===== src/rtl/lsu_mem_port_pkg.sv =====
// Shared types and helpers for the LSU data-RAM port.
package lsu_pkg;

    // Controller states; exposed on the debug port of lsu_mem_port.
    typedef enum logic [2:0] {
        IDLE  = 3'd0,
        READ  = 3'd1,
        WRITE = 3'd2,
        WHOLD = 3'd3,
        RESP  = 3'd4
    } lsu_state_t;

    // Access size codes as carried on req_size / mem_len.
    localparam logic [1:0] SZ_B = 2'b00;
    localparam logic [1:0] SZ_H = 2'b01;
    localparam logic [1:0] SZ_W = 2'b10;
    localparam logic [1:0] SZ_D = 2'b11;

    // Number of bytes touched by an access of the given size code (1, 2, 4 or 8).
    function automatic logic [3:0] size_bytes(input logic [1:0] size);
        return 4'd1 << size;
    endfunction

endpackage


===== src/rtl/lsu_mem_port_if.sv =====
// Bundle of the core-facing request/response handshake and the RAM data port.
//
// Handshake rules (both req and resp channels):
//   - A transfer happens on a rising edge where valid and ready are both high.
//   - The sender keeps valid and its payload stable until that edge; valid is
//     never made conditional on ready.
//   - ready may change freely while valid is low.
// RAM port: mem_addr/mem_wdata/mem_len are stable whenever mem_we or mem_re is
// high; the RAM is level-sensitive and samples them throughout that window.
interface lsu_mem_port_if #(
    parameter int ALEN = 64,
    parameter int DLEN = 64
);
    logic            req_valid;
    logic            req_ready;
    logic            req_we;
    logic [ALEN-1:0] req_addr;
    logic [DLEN-1:0] req_wdata;
    logic [1:0]      req_size;
    logic            req_unsigned;

    logic            resp_valid;
    logic            resp_ready;
    logic [DLEN-1:0] resp_rdata;
    logic            resp_err;

    logic [ALEN-1:0] mem_addr;
    logic [DLEN-1:0] mem_wdata;
    logic [1:0]      mem_len;
    logic            mem_we;
    logic            mem_re;
    logic [DLEN-1:0] mem_rdata;

    // The LSU port block itself.
    modport slave (
        input  req_valid, req_we, req_addr, req_wdata, req_size, req_unsigned,
        input  resp_ready, mem_rdata,
        output req_ready, resp_valid, resp_rdata, resp_err,
        output mem_addr, mem_wdata, mem_len, mem_we, mem_re
    );

    // The core execute stage together with the RAM.
    modport master (
        output req_valid, req_we, req_addr, req_wdata, req_size, req_unsigned,
        output resp_ready, mem_rdata,
        input  req_ready, resp_valid, resp_rdata, resp_err,
        input  mem_addr, mem_wdata, mem_len, mem_we, mem_re
    );
endinterface


===== src/rtl/lsu_mem_port_load_extend.sv =====
// Extracts the low 1/2/4/8 bytes of the RAM read word and sign- or zero-extends.
module lsu_load_extend
    import lsu_pkg::*;
#(
    parameter int DLEN = 64
) (
    input  logic [DLEN-1:0] rdata_i,
    input  logic [1:0]      size_i,
    input  logic            unsigned_i,
    output logic [DLEN-1:0] ext_data_o
);

    logic fill_b;
    logic fill_h;
    logic fill_w;

    // Fill bit for the upper bytes: the source sign bit, or 0 for unsigned loads.
    always_comb begin
        fill_b = ~unsigned_i & rdata_i[7];
        fill_h = ~unsigned_i & rdata_i[15];
        fill_w = ~unsigned_i & rdata_i[31];
    end

    // Select the extended value for the access size; doublewords pass through.
    always_comb begin
        ext_data_o = rdata_i;
        case (size_i)
            SZ_B:    ext_data_o = {{(DLEN-8){fill_b}},  rdata_i[7:0]};
            SZ_H:    ext_data_o = {{(DLEN-16){fill_h}}, rdata_i[15:0]};
            SZ_W:    ext_data_o = {{(DLEN-32){fill_w}}, rdata_i[31:0]};
            default: ext_data_o = rdata_i;
        endcase
    end

endmodule


===== src/rtl/lsu_mem_port.sv =====
// Non-pipelined initiator for the byte-addressed data RAM: one request in
// flight, registered RAM controls, alignment/range screening before access.
module lsu_mem_port
    import lsu_pkg::*;
#(
    parameter int ALEN        = 64,
    parameter int DLEN        = 64,
    parameter int MEM_SIZE    = 1024,
    parameter int CHECK_ALIGN = 1
) (
    input  logic          clk,
    input  logic          rst_n,
    lsu_mem_port_if.slave bus,
    output lsu_state_t    dbg_state_o
);

    localparam int NLANES = DLEN / 8;
    // Exclusive upper bound of the RAM, widened so addr+bytes cannot wrap.
    localparam logic [ALEN:0] MEM_LIMIT = (ALEN+1)'(MEM_SIZE);

    lsu_state_t      state_q, state_d;

    logic            req_ready_q;
    logic            resp_valid_q;
    logic            resp_err_q;
    logic [DLEN-1:0] resp_rdata_q;
    logic [ALEN-1:0] mem_addr_q;
    logic [DLEN-1:0] mem_wdata_q;
    logic [1:0]      mem_len_q;
    logic            mem_we_q;
    logic            mem_re_q;
    logic            uns_q;

    logic            accept;
    logic            resp_done;
    logic [3:0]      nbytes;
    logic [3:0]      align_mask;
    logic            misalign;
    logic [ALEN:0]   end_addr;
    logic            out_of_range;
    logic            req_err;
    logic [DLEN-1:0] pack_wdata;
    logic [DLEN-1:0] ext_data;

    assign accept    = req_ready_q & bus.req_valid;
    assign resp_done = resp_valid_q & bus.resp_ready;

    // Screen the incoming request for misalignment and for running past the RAM end.
    always_comb begin
        nbytes       = size_bytes(bus.req_size);
        align_mask   = nbytes - 4'd1;
        misalign     = |(bus.req_addr[2:0] & align_mask[2:0]);
        end_addr     = {1'b0, bus.req_addr} + {{(ALEN-3){1'b0}}, nbytes};
        out_of_range = end_addr > MEM_LIMIT;
        req_err      = ((CHECK_ALIGN != 0) && misalign) || out_of_range;
    end

    // Byte k of the right-justified store data goes to lane k counted from the top; unused lanes are 0.
    always_comb begin
        pack_wdata = '0;
        for (int k = 0; k < NLANES; k++) begin
            if (4'(k) < nbytes) begin
                pack_wdata[DLEN-1-8*k -: 8] = bus.req_wdata[8*k +: 8];
            end
        end
    end

    lsu_load_extend #(
        .DLEN (DLEN)
    ) u_load_extend (
        .rdata_i    (bus.mem_rdata),
        .size_i     (mem_len_q),
        .unsigned_i (uns_q),
        .ext_data_o (ext_data)
    );

    // Next-state logic: one access cycle for loads, access plus hold cycle for stores.
    always_comb begin
        state_d = state_q;
        case (state_q)
            IDLE: begin
                if (accept) begin
                    if (req_err) begin
                        state_d = RESP;
                    end else if (bus.req_we) begin
                        state_d = WRITE;
                    end else begin
                        state_d = READ;
                    end
                end
            end
            READ:    state_d = RESP;
            WRITE:   state_d = WHOLD;
            WHOLD:   state_d = RESP;
            RESP: begin
                if (resp_done) begin
                    state_d = IDLE;
                end
            end
            default: state_d = IDLE;
        endcase
    end

    // State register.
    always_ff @(posedge clk or negedge rst_n) begin
        if (!rst_n) begin
            state_q <= IDLE;
        end else begin
            state_q <= state_d;
        end
    end

    // Registered handshake and RAM strobes, decoded from the upcoming state so they align with it.
    always_ff @(posedge clk or negedge rst_n) begin
        if (!rst_n) begin
            req_ready_q  <= 1'b0;
            resp_valid_q <= 1'b0;
            mem_we_q     <= 1'b0;
            mem_re_q     <= 1'b0;
        end else begin
            req_ready_q  <= (state_d == IDLE);
            resp_valid_q <= (state_d == RESP);
            mem_we_q     <= (state_d == WRITE);
            mem_re_q     <= (state_d == READ);
        end
    end

    // Request latch on accept (keeps the RAM bus stable) and load-data capture at the end of READ.
    always_ff @(posedge clk or negedge rst_n) begin
        if (!rst_n) begin
            mem_addr_q   <= '0;
            mem_wdata_q  <= '0;
            mem_len_q    <= SZ_B;
            uns_q        <= 1'b0;
            resp_err_q   <= 1'b0;
            resp_rdata_q <= '0;
        end else if (accept) begin
            mem_addr_q   <= bus.req_addr;
            mem_wdata_q  <= pack_wdata;
            mem_len_q    <= bus.req_size;
            uns_q        <= bus.req_unsigned;
            resp_err_q   <= req_err;
            resp_rdata_q <= '0;
        end else if (state_q == READ) begin
            resp_rdata_q <= ext_data;
        end
    end

    assign bus.req_ready  = req_ready_q;
    assign bus.resp_valid = resp_valid_q;
    assign bus.resp_rdata = resp_rdata_q;
    assign bus.resp_err   = resp_err_q;
    assign bus.mem_addr   = mem_addr_q;
    assign bus.mem_wdata  = mem_wdata_q;
    assign bus.mem_len    = mem_len_q;
    assign bus.mem_we     = mem_we_q;
    assign bus.mem_re     = mem_re_q;
    assign dbg_state_o    = state_q;

endmodule


===== src/flat_wrapper.sv =====
// flat-port wrapper written by rule: the top's interface ports become plain ports
module lsu_mem_port_flat import lsu_pkg::*;
#(
    parameter int ALEN        = 64,
    parameter int DLEN        = 64,
    parameter int MEM_SIZE    = 1024,
    parameter int CHECK_ALIGN = 1
)
  (clk, rst_n, dbg_state_o, bus_req_valid, bus_req_we, bus_req_addr, bus_req_wdata, bus_req_size, bus_req_unsigned, bus_resp_ready, bus_mem_rdata, bus_req_ready, bus_resp_valid, bus_resp_rdata, bus_resp_err, bus_mem_addr, bus_mem_wdata, bus_mem_len, bus_mem_we, bus_mem_re);
  lsu_mem_port_if #(.ALEN(ALEN), .DLEN(DLEN)) bus_i ();
  input  logic clk;
  input  logic rst_n;
  output lsu_state_t dbg_state_o;
  input wire logic [$bits(bus_i.req_valid)-1:0] bus_req_valid;
  input wire logic [$bits(bus_i.req_we)-1:0] bus_req_we;
  input wire logic [$bits(bus_i.req_addr)-1:0] bus_req_addr;
  input wire logic [$bits(bus_i.req_wdata)-1:0] bus_req_wdata;
  input wire logic [$bits(bus_i.req_size)-1:0] bus_req_size;
  input wire logic [$bits(bus_i.req_unsigned)-1:0] bus_req_unsigned;
  input wire logic [$bits(bus_i.resp_ready)-1:0] bus_resp_ready;
  input wire logic [$bits(bus_i.mem_rdata)-1:0] bus_mem_rdata;
  output wire logic [$bits(bus_i.req_ready)-1:0] bus_req_ready;
  output wire logic [$bits(bus_i.resp_valid)-1:0] bus_resp_valid;
  output wire logic [$bits(bus_i.resp_rdata)-1:0] bus_resp_rdata;
  output wire logic [$bits(bus_i.resp_err)-1:0] bus_resp_err;
  output wire logic [$bits(bus_i.mem_addr)-1:0] bus_mem_addr;
  output wire logic [$bits(bus_i.mem_wdata)-1:0] bus_mem_wdata;
  output wire logic [$bits(bus_i.mem_len)-1:0] bus_mem_len;
  output wire logic [$bits(bus_i.mem_we)-1:0] bus_mem_we;
  output wire logic [$bits(bus_i.mem_re)-1:0] bus_mem_re;
  assign bus_i.req_valid = bus_req_valid;
  assign bus_i.req_we = bus_req_we;
  assign bus_i.req_addr = bus_req_addr;
  assign bus_i.req_wdata = bus_req_wdata;
  assign bus_i.req_size = bus_req_size;
  assign bus_i.req_unsigned = bus_req_unsigned;
  assign bus_i.resp_ready = bus_resp_ready;
  assign bus_i.mem_rdata = bus_mem_rdata;
  assign bus_req_ready = bus_i.req_ready;
  assign bus_resp_valid = bus_i.resp_valid;
  assign bus_resp_rdata = bus_i.resp_rdata;
  assign bus_resp_err = bus_i.resp_err;
  assign bus_mem_addr = bus_i.mem_addr;
  assign bus_mem_wdata = bus_i.mem_wdata;
  assign bus_mem_len = bus_i.mem_len;
  assign bus_mem_we = bus_i.mem_we;
  assign bus_mem_re = bus_i.mem_re;
  lsu_mem_port #(.ALEN(ALEN), .DLEN(DLEN), .MEM_SIZE(MEM_SIZE), .CHECK_ALIGN(CHECK_ALIGN)) u_core (.clk(clk), .rst_n(rst_n), .bus(bus_i), .dbg_state_o(dbg_state_o));
endmodule

===== config.mk =====
export PLATFORM = sky130hd
export DESIGN_NAME = lsu_mem_port_flat
export DESIGN_NICKNAME = d
export VERILOG_FILES = /design/src/rtl/lsu_mem_port_pkg.sv /design/src/rtl/lsu_mem_port_if.sv /design/src/rtl/lsu_mem_port_load_extend.sv /design/src/rtl/lsu_mem_port.sv /design/src/flat_wrapper.sv
export SDC_FILE = /design/constraint.sdc
export NUM_CORES = 1
export LEC_CHECK = 0
export ABC_CLOCK_PERIOD_IN_PS = 2800
export BUFFER_PORTS_ARGS = -buffer_cell sky130_fd_sc_hd__buf_2
export CAP_MARGIN = 20
export CELL_PAD_IN_SITES_DETAIL_PLACEMENT = 0
export CELL_PAD_IN_SITES_GLOBAL_PLACEMENT = 1
export CORE_AREA = 5 5 160 193
export CTS_CLUSTER_DIAMETER = 150
export DETAILED_ROUTE_END_ITERATION = 10
export DIE_AREA = 0 0 165 198
export GPL_TIMING_DRIVEN = 0
export PLACE_DENSITY_LB_ADDON = 0.1
export SLEW_MARGIN = 20
export SYNTH_ARGS = -nofsm -noshare
export SYNTH_HDL_FRONTEND = slang
export SYNTH_SLANG_ARGS = --single-unit

===== constraint.sdc =====
create_clock -name clk -period 2.8 [get_ports clk]
set_input_delay 0.28 -clock clk [delete_from_list [all_inputs] [get_ports clk]]
set_output_delay 0.28 -clock clk [all_outputs]
set_load 0.01 [all_outputs]

### Yosys cells after proc, flatten, opt, wreduce, memory -nomap -nowiden

Index checks and enable logic that the tools add are counted.
W data, S select, Z words.

| word-level totals | value |
|---|---|
| bits in registers | 203 |
| bits in latches | 0 |
| RAM bits | 0 |
| bits in read-only memories | 0 |
| bits of input ports | 200 |
| output and inout port bits | 202 |
| word-level logic and storage cells | 62 |
| memories kept | 0 |

| operators by class | value |
|---|---|
| add/sub/neg operators | 2 |
| multipliers | 0 |
| divide/modulo/power cells | 0 |
| $lt $le $gt $ge | 9 |
| equal/unequal tests | 9 |
| shifts and indexed selects | 1 |
| multiplexer cells | 16 |
| bitwise gates (word level) | 7 |
| reduce and logical (&&, ||, !) cells | 7 |

Operator list:

| cell | number |
|---|---|
| $pmux W64 S3 | 1 |
| $mux W64 | 2 |
| $add A64 B4 Y65 | 1 |
| $gt A65 B11 Y1 const B | 1 |
| $mux W8 | 8 |
| $lt A3 B4 Y1 const A | 4 |
| $pmux W3 S4 | 1 |
| $eq A3 B2 Y1 const B | 3 |
| $mux W3 | 3 |
| $lt A1 B4 Y1 const A | 2 |
| $lt A2 B4 Y1 const A | 2 |
| $eq A3 B1 Y1 const B | 2 |
| $eq A3 B3 Y1 const B | 2 |
| $logic_not A3 Y1 | 2 |
| $and A1 B1 Y1 | 5 |
| $shl A1 B2 Y4 const A | 1 |
| $and A3 B3 Y3 | 1 |
| $reduce_or A3 Y1 | 1 |
| $sub A3 B1 Y3 const B | 1 |
| $eq A2 B1 Y1 const B | 1 |
| $eq A2 B2 Y1 const B | 1 |
| $logic_not A2 Y1 | 1 |
| $mux W2 | 1 |
| $reduce_bool A2 Y1 | 1 |
| 3 further kinds | 3 |

### Longest topological paths before layout

| logic depth | value |
|---|---|
| depth after elaboration | 9 |
| mapped depth | 15 |

### Hierarchy

From an unflattened synthesis, not the netlist that was laid out.

| unflattened totals | value |
|---|---|
| cell total of the unflattened synthesis | 1,264 |
| area, all modules | 10,540.1 um^2 |

Modules (own cells, without submodules):

| module | instances | cells an instance | area an instance (um^2) |
|---|---|---|---|
| lsu_mem_port | 1 | 1,114 | 9,686.8 |
| lsu_load_extend | 1 | 150 | 853.3 |

### Worst setup path before layout

OpenSTA, ideal clock, no wires.

| timing | value |
|---|---|
| path kind | in2reg |
| from | input port bus_req_size[1] |
| to | register u_core.resp_err_q, in the netlist u_core.bus.resp_err |
| setup time | 0.125 ns |
| arrival time | 3.235 ns |
| path slack | -0.560 ns |
| cell stages on the path | 14 |
| cells stage by stage | clkbuf_1 inv_1 nor2_1 ha_1 clkbuf_1 nor3_1 o2bb2ai_1 or3_1 o41a_1 a311oi_1 nand4_1 nor3_1 nand4_4 mux2_4 |

| on the way | value |
|---|---|
| word-level cells in the longest chain between the ends | 5 |
| elaborated cells between the ends (all ways) | 7 |
| those cells by class | 2 x add/sub; 1 x order compare; 1 x shift; 1 x bitwise; 2 x reduce/logical |

Ends and longest elaborated chain:

| what | line | source |
|---|---|---|
| from (decl) | flat_wrapper.sv:18 | `input wire logic [$bits(bus_i.req_size)-1:0] bus_req_size;` |
| $shl A1 B2 Y4 (*) | lsu_mem_port_pkg.sv:21 | `return 4'd1 << size;` |
| parallel branches: the longest is 3 deep, another holds $add A64 B4 Y65 | -- |  |
| $logic_or A1 B1 Y1 (*) | lsu_mem_port.sv:55 | `req_err = ((CHECK_ALIGN != 0) && misalign) \|\| out_of_range;` |
| to (signal assigned) | lsu_mem_port.sv:142 | `resp_err_q <= req_err;` |
| to (decl) | lsu_mem_port.sv:25 | `logic resp_err_q;` |

Every way passes the cells marked *.
A chain may end at the register's enable or synchronous reset.

### Worst setup path in the final report

Same ends and word-level chain as after synthesis.

==> metrics.yaml <==
critPathArrivalTime_ps: 3170
gr-usage-all-layers_pct: 25.7
worst_hold_path_type: "input port to register"
grt_setup_unrepaired: "yes"
cts_max_level: 1
power.density_nw_per_um2: 718
hold_viol_final: 0
yosys_register_bits: 203
synth-edff-count: 0
syn-num-nets: 1356
drtIter0Drc: 686
num-fill-cells: 2838
critPathCapture: "u_core.bus.resp_err"
power_leakage_nw: 7.60
dieArea_sq_um: 32700
drcViolationCount: 0
area_delta_synth_final_pct: 48.1
hpwlAfterDp_um: 33800
final.setup.worst_slack_ps: 29.0
total_power_mw: 10.8
clk_pin_slew_worst_paths_ps: 60
avgSynthCellArea_sq_um: 8.84
crit_path_start: "bus_req_size[1]"
core_sq_um: 28600
r2r-end: "u_core.bus.resp_rdata[28]"
rrSetupSlack_ps: 300
holdWs_ps: 21.1
rows: 68
synth_top_cells_by_area: "dfrtp_1 50%, nand2_1 13%, a22o_1 4.3%"
peakVddDrop_v: 0.000488
endpoint_kind: "register"
holdPathStages: 3
vias: 10900
drive_above_1_share_pct: 31.8
clockBufferDepth: 3
syn_inst: 1150
grt_antenna_before_repair: 0
dr.pass1.iters: 5
die_w_um: 165
nNetsFinal: 1889
criticalPathCategory: "input port to register"
synth_top_cell_area_share_pct: 50.0
drv_cap: 0
synth_ff_type: "dfrtp_1"
finalCriticalPeriod_ps: 2770
cts_buffers: 23
fmax_ghz: 0.361
r2r_start: "u_core.dbg_state_o[2]"
reg2regPathDepth: 5
grt-ovfl-total: 0
wl_per_cell_um: 21.1
maxSlewViolCount: 0
initial_core_util_pct: 35.6
grt_max_degree: 96
ant_nets: 0
async_flop_share_pct: 100
tightest_slew_ps: 823
die-height_um: 198
n_antenna_cell: 0
netlist-cell-type-count: 77
place_ws_ps: -1370
place_congestion: 0.902
routed_via_density: 5.23
grt_pass1_vias: 11100
cp.required_ps: 3200
cts_tree: "built"
port_buffers: 389
fin_crit_sh_pct: 99.0
syn_area_sq_um: 10200
cts_root_buf: "clkbuf_16"
skew_ps: 18.4
clock-sinks: 203
wirelength_um: 44000
outcome: "completed"
start_kind: "input port"
finalSetupViolCount: 0
clk_latency_ps: 520
maxSlewHeadroom_pct: 45.1
ys.warnings.count: 0
grt_pass1_wl_um: 65800
io_pins: 402
yosys.area.top_type: "dfrtp_1"
critPathMaxFanout: 5
synth-seq-area-share_pct: 50.0
==> how the worst min path moves through the flow <==
stage	start	to	slack (ps)
floorplan	rst_n	u_core.bus.mem_addr[0]	-20
global route	bus_req_wdata[31]	u_core.bus.mem_wdata[39]	4
global placement	u_core.bus.resp_rdata[54]	u_core.bus.resp_rdata[54]	440
finish	bus_mem_rdata[46]	u_core.bus.resp_rdata[46]	20
CTS	bus_mem_rdata[62]	u_core.bus.resp_rdata[62]	0.2
detailed placement	rst_n	u_core.bus.resp_rdata[59]	230
==> critical path: stages <==
cell and delay [ps]:
buf_8 90, clkbuf_16 130, nor2_4 40, ha_4 170, ha_4 170, nor3_4 290, o2bb2ai_4 200, buf_6 140
nor3_4 40, or3_1 390, a22oi_2 200, o211ai_1 280, nor3_4 310, nand4_4 160, mux2_4 290
==> stage by stage <==
stage | TNS [ps] | utilization [%] | instance area [sq um] | std cells
2_1_floorplan | 0 | - | 10400 | 1150
3_3_place_gp | -456050 | 44.9 | 12800 | 1924
3_5_place_dp | -9050 | 45.1 | 12900 | 1926
4_1_cts | 0 | 52.0 | 14900 | 2079
5_1_grt | -288 | 52.7 | 15100 | 2084
6_report | 0 | 52.7 | 15100 | 2084
==> cells in the final DEF (no fill, tap or decap), drive strengths merged, types with 6 or more instances in the layout <==
cell	instances
buf	427
nand2	341
dfrtp	203
dlygate4sd3	98
clkbuf	87
o21ai	86
a22o	50
a21oi	46
nor2	45
nand3	44
nand4	40
inv	23
nor3	19
xnor2	17
nor4	14
a2111oi	13
and3	8
mux2	8
and4	7
a211oi	7
o211ai	6
mux2i	6
and2	6
or3	6
or4	6
ha	6
==> power by group <==
part	leakage [nW]	internal, mW	switching (mW)
Combinational	4.57	1.42	2.24
Clock	0.359	1.71	1.24
Sequential	2.67	3.74	0.446
Total	7.60	6.88	3.92
==> per-layer routing <==
metal | wire length [um] | track usage, % | vias up | share of wire (%)
met5 | 0 | 0 | - | 0
met2 | 22800 | 47.0 | 382 | 52
li1 | - | - | 5146 | -
met3 | 2860 | 4.73 | 76 | 6.5
met4 | 1290 | 7.37 | 0 | 2.9
met1 | 17100 | 30.6 | 5290 | 39
==> cells in the mapped netlist (3+ instances only) <==
cell / instances
a31oi_1: 4
nand2b_1: 5
a21oi_1: 45
nand2_1: 341
and2_1: 6
nand3b_1: 3
xnor2_1: 17
inv_1: 22
a22o_1: 50
a22oi_1: 5
nor4_1: 13
nor2_1: 44
o211ai_1: 6
nor3b_1: 4
or3_1: 6
or4_1: 5
mux2i_1: 6
clkbuf_1: 53
buf_2: 10
nand3_1: 44
a211oi_1: 7
o31ai_1: 3
buf_1: 6
nand4_2: 3
dfrtp_1: 203
and3_1: 7
ha_1: 6
and4_1: 6
o21a_1: 3
nand4_1: 34
nor3_1: 19
a2111oi_0: 11
mux2_2: 6
o21ai_0: 84
o2111ai_1: 4
or2_2: 4
nand4_4: 3
==> sequential cells by signal, summed over array words and instances (netlist names), 2 cells and up <==
name / flops
u_core.bus.mem_len: 2
u_core.bus.mem_addr: 64
u_core.bus.mem_wdata: 64
u_core.bus.resp_rdata: 64
u_core.dbg_state_o: 3
==> layout make-up <==
type | instances | area (sq um) | area share [%]
clock buffers | 34 | 657 | 4.36
inverters | 22 | 87.6 | 0.582
multi-input cells | 855 | 5170 | 34.3
flip-flops and latches | 203 | 5080 | 33.7
repair buffers | 509 | 3170 | 21.1
clock inverters | 7 | 67.6 | 0.449
plain buffers | 69 | 342 | 2.27
well taps | 385 | 482 | 3.20
==> cells by family after synthesis <==
group                    after synthesis  share of synthesized area, %
adder cells (fa/ha/maj)                6                         0.738
AO/OA/AOI/OAI                        256                          16.9
AND/OR/NAND/NOR                      561                          25.7
flip-flops                           203                          50.0
buffers and inverters                 92                          3.59
XOR/XNOR                              18                          1.55
multiplexers                          14                          1.55
==> what timing repair did <==
item / 4_1_cts / 5_1_grt
pin swaps: 13 / 24
resized for setup: 28 / 33
setup endpoints to repair: 7 / 7
hold buffers: 98 / 0
setup buffers: 15 / 5
hold endpoints to repair: 145 / 0
Power figures use the tool's default switching activity.
